===== config.mk =====
export PLATFORM = sky130hd
export DESIGN_NAME = ristretto_exe_lsu
export DESIGN_NICKNAME = d
export VERILOG_FILES = /design/src/rtl/ristretto_exe_lsu.sv
export SDC_FILE = /design/constraint.sdc
export NUM_CORES = 1
export LEC_CHECK = 0
export ABC_CLOCK_PERIOD_IN_PS = 3200
export CORE_ASPECT_RATIO = 1.2
export CORE_MARGIN = 3
export CORE_UTILIZATION = 35
export CTS_BUF_LIST = sky130_fd_sc_hd__clkbuf_8
export DETAILED_ROUTE_END_ITERATION = 16
export GPL_ROUTABILITY_DRIVEN = 0
export PLACE_DENSITY = 0.67
export SLEW_MARGIN = 20
export SYNTH_ARGS = -nofsm -noshare
export SYNTH_HDL_FRONTEND = slang
export SYNTH_SLANG_ARGS = --single-unit

===== constraint.sdc =====
create_clock -name clk_i -period 3.2 [get_ports clk_i]
set_input_delay 0.64 -clock clk_i [delete_from_list [all_inputs] [get_ports clk_i]]
set_output_delay 0.64 -clock clk_i [all_outputs]
set_load 0.005 [all_outputs]

===== src/rtl/ristretto_exe_lsu.sv =====
// ---------------------------------------------------------------------------
// ristretto_exe_lsu
// Load/store unit between the execute stage and a word-wide data memory.
// Handles one access per enable level. It aligns store data and byte enables,
// extends load results, and flags misaligned accesses and bus errors.
//
// Ports
//   clk_i, rstn_i        clock, asynchronous active-low reset
//   lsu_en_i             start request (level; one access per high level)
//   lsu_op_i             0 = load, 1 = store
//   lsu_op_size_i        00 byte, 01 half, 1x word
//   lsu_unsigned_i       zero-extend loads when 1
//   lsu_addr_i           effective byte address
//   lsu_wdata_i          right-aligned store data
//   lsu_busy_o           high while in REQ, WAIT or MISAL
//   lsu_rdata_o          registered, extended load result
//   lsu_misaligned_o     high for the single MISAL cycle
//   lsu_fault_o          one-cycle pulse after an errored response
//   dmem_*               request/grant/response data-memory port
// ---------------------------------------------------------------------------
module ristretto_exe_lsu #(
   parameter int DataWidth = 32,
   parameter int AddrWidth = 32
) (
   input  logic                 clk_i,
   input  logic                 rstn_i,
   input  logic                 lsu_en_i,
   input  logic                 lsu_op_i,
   input  logic [1:0]           lsu_op_size_i,
   input  logic                 lsu_unsigned_i,
   input  logic [AddrWidth-1:0] lsu_addr_i,
   input  logic [DataWidth-1:0] lsu_wdata_i,
   output logic                 lsu_busy_o,
   output logic [DataWidth-1:0] lsu_rdata_o,
   output logic                 lsu_misaligned_o,
   output logic                 lsu_fault_o,
   output logic                 dmem_req_o,
   output logic                 dmem_we_o,
   output logic [3:0]           dmem_be_o,
   output logic [AddrWidth-1:0] dmem_addr_o,
   output logic [DataWidth-1:0] dmem_wdata_o,
   input  logic                 dmem_gnt_i,
   input  logic                 dmem_rvalid_i,
   input  logic [DataWidth-1:0] dmem_rdata_i,
   input  logic                 dmem_err_i
);

   typedef enum logic [1:0] {
      ST_IDLE  = 2'b00,
      ST_REQ   = 2'b01,
      ST_WAIT  = 2'b10,
      ST_MISAL = 2'b11
   } state_e;

   state_e                 state_r, state_s;
   logic                   armed_r;
   logic                   accept_s;
   logic                   misal_s;
   logic                   op_r;
   logic [1:0]             size_r;
   logic                   uns_r;
   logic [1:0]             lane_r;
   logic [3:0]             be_r, be_s;
   logic [AddrWidth-1:0]   addr_r;
   logic [DataWidth-1:0]   wdata_r, wdata_s;
   logic [DataWidth-1:0]   rdata_r;
   logic                   fault_r;

   // Pick the addressed lane of a response word and sign/zero extend it.
   function automatic logic [31:0] load_extend(input logic [31:0] raw,
                                               input logic [1:0]  size,
                                               input logic [1:0]  lane,
                                               input logic        uns);
      logic [7:0]  b;
      logic [15:0] h;
      logic [31:0] res;
      case (lane)
         2'b00:   b = raw[7:0];
         2'b01:   b = raw[15:8];
         2'b10:   b = raw[23:16];
         2'b11:   b = raw[31:24];
         default: b = raw[7:0];
      endcase
      h = lane[1] ? raw[31:16] : raw[15:0];
      case (size)
         2'b00:   res = uns ? {24'h000000, b} : {{24{b[7]}}, b};
         2'b01:   res = uns ? {16'h0000, h} : {{16{h[15]}}, h};
         default: res = raw;
      endcase
      return res;
   endfunction

   // Misalignment check, byte-enable mask and store-data replication for the incoming request.
   always_comb begin
      misal_s = 1'b0;
      be_s    = 4'b1111;
      wdata_s = lsu_wdata_i;
      case (lsu_op_size_i)
         2'b00: begin
            be_s    = 4'b0001 << lsu_addr_i[1:0];
            wdata_s = {4{lsu_wdata_i[7:0]}};
         end
         2'b01: begin
            misal_s = lsu_addr_i[0];
            be_s    = 4'b0011 << lsu_addr_i[1:0];
            wdata_s = {2{lsu_wdata_i[15:0]}};
         end
         default: begin
            misal_s = (lsu_addr_i[1:0] != 2'b00);
            be_s    = 4'b1111;
            wdata_s = lsu_wdata_i;
         end
      endcase
   end

   // Next-state logic; an accept only happens from IDLE with the enable re-armed.
   always_comb begin
      state_s  = state_r;
      accept_s = 1'b0;
      case (state_r)
         ST_IDLE: begin
            if (lsu_en_i && armed_r) begin
               accept_s = 1'b1;
               state_s  = misal_s ? ST_MISAL : ST_REQ;
            end else begin
               state_s  = ST_IDLE;
            end
         end
         ST_REQ: begin
            if (dmem_gnt_i) begin
               state_s = ST_WAIT;
            end else begin
               state_s = ST_REQ;
            end
         end
         ST_WAIT: begin
            if (dmem_rvalid_i) begin
               state_s = ST_IDLE;
            end else begin
               state_s = ST_WAIT;
            end
         end
         ST_MISAL: state_s = ST_IDLE;
         default:  state_s = ST_IDLE;
      endcase
   end

   // State register, request latches, load result and fault pulse.
   always_ff @(posedge clk_i or negedge rstn_i) begin
      if (!rstn_i) begin
         state_r <= ST_IDLE;
         armed_r <= 1'b0;
         op_r    <= 1'b0;
         size_r  <= 2'b00;
         uns_r   <= 1'b0;
         lane_r  <= 2'b00;
         be_r    <= 4'b0000;
         addr_r  <= '0;
         wdata_r <= '0;
         rdata_r <= '0;
         fault_r <= 1'b0;
      end else begin
         state_r <= state_s;
         // Accept consumes the armed flag; any sampled low enable re-arms it.
         if (accept_s) begin
            armed_r <= 1'b0;
            op_r    <= lsu_op_i;
            size_r  <= lsu_op_size_i;
            uns_r   <= lsu_unsigned_i;
            lane_r  <= lsu_addr_i[1:0];
            be_r    <= be_s;
            addr_r  <= {lsu_addr_i[AddrWidth-1:2], 2'b00};
            wdata_r <= wdata_s;
         end else if (!lsu_en_i) begin
            armed_r <= 1'b1;
         end
         if ((state_r == ST_WAIT) && dmem_rvalid_i && !dmem_err_i && !op_r) begin
            rdata_r <= load_extend(dmem_rdata_i, size_r, lane_r, uns_r);
         end
         fault_r <= (state_r == ST_WAIT) && dmem_rvalid_i && dmem_err_i;
      end
   end

   assign lsu_busy_o       = (state_r != ST_IDLE);
   assign lsu_misaligned_o = (state_r == ST_MISAL);
   assign lsu_fault_o      = fault_r;
   assign lsu_rdata_o      = rdata_r;
   assign dmem_req_o       = (state_r == ST_REQ);
   assign dmem_we_o        = op_r;
   assign dmem_be_o        = be_r;
   assign dmem_addr_o      = addr_r;
   assign dmem_wdata_o     = wdata_r;

endmodule


==> results of run 1 <==
[area by class of cell]
cell class,instances,area share
diodes,1,0.000336
clock buffers,10,0.0185
clock inverters,5,0.0114
inverters,6,0.00302
multi-input cells,397,0.281
flip-flops and latches,108,0.363
well taps,171,0.0287
repair buffers,218,0.294
[synthesized netlist by cell type, types with 4 or more instances]
| cell type | count | area share |
|---|---|---|
| o21ai_0 | 42 | 0.042 |
| nor2b_1 | 7 | 0.0088 |
| dfrtp_1 | 108 | 0.54 |
| nand2_1 | 166 | 0.13 |
| nand3b_1 | 6 | 0.0091 |
| o22a_1 | 8 | 0.014 |
| mux2i_1 | 27 | 0.054 |
| inv_1 | 6 | 0.0045 |
| a211o_1 | 6 | 0.011 |
| a21o_1 | 6 | 0.0091 |
| buf_2 | 4 | 0.0040 |
| a21oi_1 | 51 | 0.051 |
| a31oi_1 | 5 | 0.0063 |
| clkbuf_1 | 35 | 0.026 |
| nor2_1 | 35 | 0.026 |
| a22o_1 | 11 | 0.019 |
[report_power, final]
| part | total, mW | internal, mW | leakage [nW] | switching [mW] |
|---|---|---|---|---|
| Combinational | 3.00 | 1.72 | 1.94 | 1.28 |
| Clock | 0.930 | 0.463 | 0.109 | 0.467 |
| Sequential | 2.53 | 2.01 | 1.32 | 0.518 |
[metal layers]
metal,wire length (µm),part of all wire,track usage,vias to the layer above
met4,432,0.027,0.0711,0
met2,7430,0.47,0.324,211
met1,6320,0.40,0.240,2206
met3,1740,0.11,0.0801,21
li1,-,-,-,2217
met5,0,0,0,-
[state kept, by name, indices dropped and copies added, names as in the netlist]
name / flops
dmem_wdata_o: 32
lsu_rdata_o: 32
dmem_addr_o: 30
dmem_be_o: 4
lane_r: 2
size_r: 2
state_r: 2
armed_r: 1
dmem_we_o: 1
lsu_fault_o: 1
uns_r: 1
[path summary, 6_finish.rpt]
check	startpoint	endpoint	slack, ps	depth (start not counted)
max in group asynchronous	rstn_i	dmem_addr_o[20]	2090	2
min in group clk_i	dmem_be_o[0]	dmem_be_o[0]	480	2
worst max-delay path	state_r[1]	lsu_busy_o	850	3
worst max register to register	lane_r[1]	lsu_rdata_o[4]	940	4
worst min-delay path	rstn_i	lsu_rdata_o[4]	350	1
worst min register to register	dmem_be_o[0]	dmem_be_o[0]	480	2
[cells by family after synthesis]
kind of cell	Yosys count	share of synthesized area
AOI/OAI and AO/OA	135	0.163
buffers and inverters	48	0.0388
DFF	108	0.545
muxes	28	0.0567
other	1	0.000756
and+or+nand+nor	232	0.196
[critical path, cell delays in order (launching register included)]
cell and delay (ps):
dfrtp_1 460, nor2_1 300, inv_1 100, clkdlybuf4s50_1 490
[cells in the final DEF, fill, tap and decap left out, drive strengths merged, types with 8 or more instances in the layout]
master         count
a21oi             51
a22o              11
buf               11
clkbuf            10
clkdlybuf4s50    207
dfrtp            108
mux2i             27
nand2            166
nor2              36
o21ai             42
o22a               8
[per-stage QoR]
stage	setup slack (ps)	utilization	instances	total power [mW]
after floorplan	1410	-	553	3.70
after global placement	830	0.523	900	5.50
after detailed placement	767	0.523	900	5.59
after CTS	813	0.539	915	6.55
after global routing	709	0.539	915	6.96
final	853	0.539	916	6.46
==> summary.txt, run 1 <==
largest net degree at the start of global routing: 72
number of I/O port buffers: 208
Max VDD drop: 0.000415 V
Max-slew headroom: 0.399
number of global-route vias before repair: 4631
sequential fraction of the synthesis area: 0.545
count of final setup violators: 0
DRC violations left: 0
die area: 0.0156 mm²
initial antenna violation count: 0
Detailed Route WL: 15.9 mm
Final min period: 2350 ps
Die Wd: 115 µm
CP max FO: 5
LEAKAGE: 3.37 nW
Clock Latency Late Sink: 360 ps
Die Ht: 136 µm
CTS tree: done
Initial Util: 0.359
CTS sink count: 108
pins over their slew limit: 0
Layout Area Growth over Synthesis: 50.1%
multi-input logic area: 0.00209 mm²
kind of critical path: reg -> out
Mean Syn Cell Area: 8.99 µm²
post_cts resized: 0
most common flop cell mapped by yosys: dfrtp_1
IO Pins: 211
fraction of registers with async set/reset: 1.00
vias: 4655
Post-CTS Setup Inserts: 0
mean routed wirelength per cell: 17.4 µm
YS warnings: 0
core area: 0.0138 mm²
hpwl dp: 12.0 mm
clk_skew: 14.6 ps
Max-Cap Viols: 0
share of cells above drive strength 1: 0.0430
clk slew on worst S/H paths: 110 ps
CTS root buf: clkbuf_8
FF+latch count, synth: 108
mapped cell area: 0.00496 mm²
global-route wire length before repair: 24.5 mm
placed cell areas: 0.00722 mm²
Fin Hold WS: 353 ps
Final Instance Area: 0.00745 mm²
crit start category: flop
CTS Buf Count: 9
fmax: 426 MHz
measured slew at the worst slew-check pin: 902 ps
final cycle utilization of the critical path: 0.733
RSZ-0062 raised after global routing: no
setup_tns: 0 ps
arrival time worst endpoint: 1710 ps
gr usage total: 0.200
clock tree buffer depth: 2
Min-Delay Path Class: in -> async
Placement Rows: 47
iteration count of the initial detailed-routing pass: 4
Synth Instances: 552
Vias per Instance: 5.08
Netlist cell types: 37
H-tree levels: 3
DR iter-0 viols: 330
antenna-violating nets left: 0
number of fill cells: 1246
WP data required: 2560 ps
PwrDens: 868 mW/mm²
EDFF count, synth: 0
run status: complete, no violations
Post-layout nets: 846
CP Capture Type: output port
Final Hold Viols: 0
overflow left after global routing: 0
FF+latch area: 0.00270 mm²
Hold Buf Count CTS: 0
No activity file was read; power rests on OpenSTA's default activity.
==> run 2: changes to the inputs <==
--- a/config.mk
+++ b/config.mk
@@ -5,7 +5,7 @@
 export SDC_FILE = /design/constraint.sdc
 export NUM_CORES = 1
 export LEC_CHECK = 0
-export ABC_CLOCK_PERIOD_IN_PS = 3200
+export ABC_CLOCK_PERIOD_IN_PS = 2310
 export CORE_ASPECT_RATIO = 1.2
 export CORE_MARGIN = 3
 export CORE_UTILIZATION = 35
==> constraint.sdc (replaced) <==
create_clock -name clk_i -period 2.31 [get_ports clk_i]
set_input_delay 0.462 -clock clk_i [delete_from_list [all_inputs] [get_ports clk_i]]
set_output_delay 0.462 -clock clk_i [all_outputs]
set_load 0.005 [all_outputs]
==> run 2 against run 1 <==
Against the previous run: critical path depth stayed put; first-iteration DRC count is 18% lower; clock skew is 7.8 ps lower; core utilization is 0.30 points higher; clock-buffer cell count stayed put; final cell count is 0.55% higher; sequential power is 32% higher; critical path type unchanged; via count is 0.45% higher; die area stayed put; flip-flop and latch count stayed put; register-to-register slack worse by 370 ps.
==> summary.txt, run 2 (synthesized netlist as in run 1, its figures left out) <==
run status: complete, no violations
Clock Latency Late Sink: 360 ps (about the same)
Layout Area Growth over Synthesis: 50.9%
Seq pwr share: 0.378 (-0.014)
Total Power: 8.87 mW (+37%)
pins over their slew limit: 0 (unchanged)
sw frac: 0.350 (-0.00135)
crit path cell chain: nor2_1 > inv_1 > clkdlybuf4s50_1
Comb power frac: 0.495 (+0.030)
slowest stage cell, crit path: clkdlybuf4s50_1
final cycle utilization of the critical path: 0.932
kind of critical path: reg -> out
CTS Buf Count: 9 (unchanged)
initial antenna violation count: 0 (unchanged)
FF+latch area: 0.00270 mm² (unchanged)
mean routed wirelength per cell: 17.1 µm (-1.8%)
PwrDens: 1180 mW/mm² (+36%)
Post-layout nets: 854 (+0.95%)
Detailed Route WL: 15.7 mm (-1.3%)
Final min period: 2150 ps
number of I/O port buffers: 208 (unchanged)
clock tree buffer depth: 2 (unchanged)
IO Pins: 211 (unchanged)
Clk pwr share: 0.127 (-0.017)
CP max FO: 5 (unchanged)
commonest non-fill, non-tap cell in the layout: clkdlybuf4s50_1
CP Capture Type: output port
CTS root buf: clkbuf_8
share of cells above drive strength 1: 0.0480 (+0.00499)
number of fill cells: 1261 (+1.2%)
Max-slew headroom: 0.578 (+0.180)
largest net degree at the start of global routing: 66 (-8.3%)
core area: 0.0138 mm² (unchanged)
global-route wire length before repair: 24.6 mm (+0.31%)
P_int: 5.76 mW (+37%)
WL met1: 6.27 mm (-0.76%)
uppermost routed layer: met4
Initial Util: 0.359 (unchanged)
DRC violations left: 0 (unchanged)
multi-input logic area: 0.00209 mm² (unchanged)
clk_skew: 6.85 ps (-7.79 ps)
Die Ht: 136 µm (unchanged)
measured slew at the worst slew-check pin: 631 ps (-271 ps)
met3 WL post-DR: 1.78 mm (+2.4%)
antenna-violating nets left: 0 (unchanged)
Die Wd: 115 µm (unchanged)
RSZ-0062 raised after global routing: no
DR WL met2: 7.32 mm (-1.4%)
iteration count of the initial detailed-routing pass: 5 (+1)
DR iter-0 viols: 270 (-18%)
setup_tns: 0 ps (unchanged)
LEAKAGE: 3.40 nW (+0.79%)
CP top delay family: buffers and inverters
crit start category: flop
CTS sink count: 108 (unchanged)
Max-Cap Viols: 0 (unchanged)
WP data required: 1850 ps (-710 ps)
overflow left after global routing: 0 (unchanged)
Placement Rows: 47 (unchanged)
die area: 0.0156 mm² (unchanged)
count of final setup violators: 0 (unchanged)
Max VDD drop: 0.000565 V (+36%)
crit path from: state_r[1]
arrival time worst endpoint: 1690 ps (-20 ps)
post_cts resized: 0 (unchanged)
fin cells: 921 (+0.55%)
number of diodes: 0 (-1)
Placed Cells: 907 (+0.78%)
Vias per Instance: 5.08 (about the same)
Min-Delay Path Class: reg -> reg
fmax: 464 MHz
Hold Startpoint: dmem_addr_o[15]
WP buf/inv: 2 (unchanged)
FF-to-FF Start: state_r[0]
slowest cell delay on critical path: 480 ps (about the same)
hpwl dp: 11.7 mm (-2.5%)
H-tree levels: 3 (unchanged)
clk slew on worst S/H paths: 90 ps (-20 ps)
CTS tree: done
Final Hold Viols: 0 (unchanged)
most frequent cells in the layout: clkdlybuf4s50_1, nand2_1, dfrtp_1, a21oi_1, o21ai_0
Net Sw Power: 3.10 mW (+37%)
gr usage total: 0.199 (about the same)
R2R setup slack: 570 ps (-370 ps)
number of global-route vias before repair: 4688 (+1.2%)
vias: 4676 (+0.45%)
[run 2: per-stage QoR]
| stage | setup slack, ps | hold WS [ps] | utilization | cell area [µm²] |
|---|---|---|---|---|
| 2_1_floorplan | 676 | 166 | - | 4970 |
| 3_3_place_gp | 106 | 362 | 0.528 | 7300 |
| 3_5_place_dp | 62.7 | 367 | 0.528 | 7300 |
| 4_1_cts | 115 | 485 | 0.542 | 7490 |
| 5_1_grt | 64.2 | 506 | 0.542 | 7490 |
| 6_report | 157 | 477 | 0.542 | 7490 |
[run 2: final timing paths]
kind | endpoint | cells after the start
worst max-delay path | lsu_busy_o | 3
worst min-delay path | dmem_addr_o[15] | 2
worst max register to register | lsu_rdata_o[14] | 4
worst min register to register | dmem_addr_o[15] | 2
max in group asynchronous | lsu_rdata_o[20] | 3
min in group asynchronous | lsu_rdata_o[5] | 2
[run 2: metal layers]
layer / GRT usage / vias up
met2: 0.322 / 212
met4: 0.0652 / 0
met5: 0 / -
li1: - / 2237
met3: 0.0752 / 23
met1: 0.247 / 2204
[run 2: area by class of cell]
cell class	instances	area share
Timing Repair Buffer	226	0.304
Inverter	6	0.00301
Multi-Input combinational cell	397	0.279
Sequential cell	108	0.361
Clock buffer	10	0.0184
Tap cell	171	0.0286
Clock inverter	3	0.00551
[run 2: power groups by stage]
| stage | combinational [mW] | clock (mW) | sequential, mW |
|---|---|---|---|
| after detailed placement | 4.43 | 0 | 3.39 |
| after global routing | 4.85 | 1.24 | 3.48 |
| after global placement | 4.35 | 0 | 3.35 |
| after floorplan | 1.77 | 0 | 3.35 |
| final | 4.39 | 1.13 | 3.35 |
| after CTS | 4.45 | 1.16 | 3.36 |
[run 2: what timing repair did]
action,CTS,global route
endpoints found under the setup margin,0,0
endpoints found under the hold margin,19,0
setup buffers,0,0
hold buffers,1,0
[run 2: worst reg2reg max path, stage by stage, from the launching register on]
cell	delay (ps)
dfrtp_1	440
nand3b_4	190
or3_1	370
a221o_1	410
o22a_1	230
==> run 3: changes to the inputs <==
--- a/config.mk
+++ b/config.mk
@@ -12,6 +12,7 @@
 export CTS_BUF_LIST = sky130_fd_sc_hd__clkbuf_8
 export DETAILED_ROUTE_END_ITERATION = 16
 export GPL_ROUTABILITY_DRIVEN = 0
+export MAX_ROUTING_LAYER = met4
 export PLACE_DENSITY = 0.67
 export SLEW_MARGIN = 20
 export SYNTH_ARGS = -nofsm -noshare
==> run 3 against run 2 <==
Against the previous run: critical path type unchanged; worst setup slack gained 0.77 ps; fmax is essentially flat; non-clock buffer count is the same.
==> summary.txt, run 3 (synthesized netlist as in run 1, its figures left out) <==
fin cells: 921 (unchanged)
Post-CTS Setup Inserts: 0 (unchanged)
Worst Hold Path EP: dmem_addr_o[15]
Die Wd: 115 µm (unchanged)
Max-Cap Viols: 0 (unchanged)
Hold Buf Count CTS: 1 (unchanged)
Final Instance Area: 0.00749 mm² (unchanged)
Vias per Instance: 5.07 (-0.13%)
Max-slew headroom: 0.555 (-0.0234)
Placement Rows: 47 (unchanged)
core area: 0.0138 mm² (unchanged)
clock tree buffer depth: 2 (unchanged)
antenna-violating nets left: 0 (unchanged)
measured slew at the worst slew-check pin: 666 ps (+35.0 ps)
commonest non-fill, non-tap cell in the layout: clkdlybuf4s50_1
worst hold stages: 2 (unchanged)
most frequent cells in the layout: clkdlybuf4s50_1, nand2_1, dfrtp_1, a21oi_1, o21ai_0
fmax: 465 MHz (about the same)
CP Capture Type: output port
WL met1: 6.45 mm (+2.8%)
Max VDD drop: 0.000565 V (about the same)
kind of critical path: reg -> out
initial antenna violation count: 0 (unchanged)
post_cts resized: 0 (unchanged)
Reg2Reg Depth: 4 (unchanged)
global-route wire length before repair: 24.5 mm (-0.39%)
CP max FO: 5 (unchanged)
WP data required: 1850 ps (about the same)
Layout Area Growth over Synthesis: 50.9% (unchanged)
Post-layout nets: 854 (unchanged)
Hold Startpoint: dmem_addr_o[15]
reg2reg end: lsu_rdata_o[14]
clk_skew: 6.70 ps (-0.155 ps)
Clock Latency Late Sink: 360 ps (about the same)
IO Pins: 211 (unchanged)
Final Hold Viols: 0 (unchanged)
vias: 4670 (-0.13%)
Detailed Route WL: 15.7 mm (-0.15%)
uppermost routed layer: met4
FF-to-FF Start: state_r[0]
Min-Delay Path Class: reg -> reg
R2R setup slack: 570 ps (about the same)
CTS tree: done
DR iter-0 viols: 278 (+3.0%)
CTS sink count: 108 (unchanged)
CTS root buf: clkbuf_8
Placed Cells: 907 (unchanged)
DRC violations left: 0 (unchanged)
PwrDens: 1180 mW/mm² (about the same)
slowest cell delay on critical path: 480 ps (about the same)
iteration count of the initial detailed-routing pass: 5 (unchanged)
Final Util: 0.542 (unchanged)
H-tree levels: 3 (unchanged)
final cycle utilization of the critical path: 0.932 (about the same)
CP top delay family: buffers and inverters
crit path cell chain: nor2_1 > inv_1 > clkdlybuf4s50_1
Final min period: 2150 ps (-0.769 ps)
Initial Util: 0.359 (unchanged)
die area: 0.0156 mm² (unchanged)
met3 WL post-DR: 1.57 mm (-12%)
arrival time worst endpoint: 1690 ps (about the same)
hpwl dp: 11.7 mm (unchanged)
pins over their slew limit: 0 (unchanged)
Total Power: 8.87 mW (about the same)
number of I/O port buffers: 208 (unchanged)
setup_tns: 0 ps (unchanged)
number of global-route vias before repair: 4715 (+0.58%)
largest net degree at the start of global routing: 66 (unchanged)
WP buf/inv: 2 (unchanged)
LEAKAGE: 3.40 nW (unchanged)
clk slew on worst S/H paths: 90 ps (about the same)
gr usage total: 0.205 (+0.00566)
number of diodes: 0 (unchanged)
Die Ht: 136 µm (unchanged)
RSZ-0062 raised after global routing: no
share of cells above drive strength 1: 0.0480 (unchanged)
crit start category: flop
placed cell areas: 0.00730 mm² (unchanged)
overflow left after global routing: 0 (unchanged)
slowest stage cell, crit path: clkdlybuf4s50_1
mean routed wirelength per cell: 17.0 µm (-0.15%)
count of final setup violators: 0 (unchanged)
run status: complete, no violations
CTS Buf Count: 9 (unchanged)
DR WL met2: 7.35 mm (+0.30%)
## run 3: cell counts in the layout (fill, tap and decap cells not counted)
Identical to the previous run, type by type.
## run 3: how the worst max path moves through the flow
| stage | startpoint | endpoint | slack [ps] | cells past startpoint |
|---|---|---|---|---|
| finish | state_r[1] | lsu_busy_o | 160 | 3 |
| global route | state_r[1] | lsu_busy_o | 60 | 3 |
| CTS | state_r[1] | lsu_busy_o | 110 | 3 |
| detailed placement | dmem_rvalid_i | lsu_rdata_o[14] | 60 | 5 |
| global placement | dmem_rvalid_i | lsu_rdata_o[12] | 110 | 5 |
| floorplan | state_r[0] | lsu_rdata_o[10] | 680 | 5 |
## run 3: where the power goes
group	switching [mW]	total (mW)	internal, mW
clock	0.611	1.12	0.511
sequential	0.562	3.35	2.79
combinational	1.93	4.39	2.46
## run 3: stage by stage
stage / worst slack, ps / hold WS [ps]
3_5_place_dp: 62.7 / 367
6_report: 158 / 478
3_3_place_gp: 106 / 362
2_1_floorplan: 676 / 166
5_1_grt: 64.1 / 506
4_1_cts: 115 / 485
## run 3: area by class of cell
type | instances | area (µm²)
clock buffer | 10 | 138
clock inverter | 3 | 41.3
fill | 1261 | 6330
inverter | 6 | 22.5
multi-input combinational | 397 | 2090
sequential | 108 | 2700
tap | 171 | 214
timing repair buffer | 226 | 2280
## run 3: layer usage
layer,vias to the layer above,GRT usage
met5,-,-
met4,0,0.0652
met3,19,0.0606
met2,209,0.322
met1,2206,0.255
li1,2236,-
## run 3: tightest hold or removal path: cells and delay by family (launching register included)
kind	cells	cell delay, ps
AND/OR/NAND/NOR	2	100
flip-flops	1	350
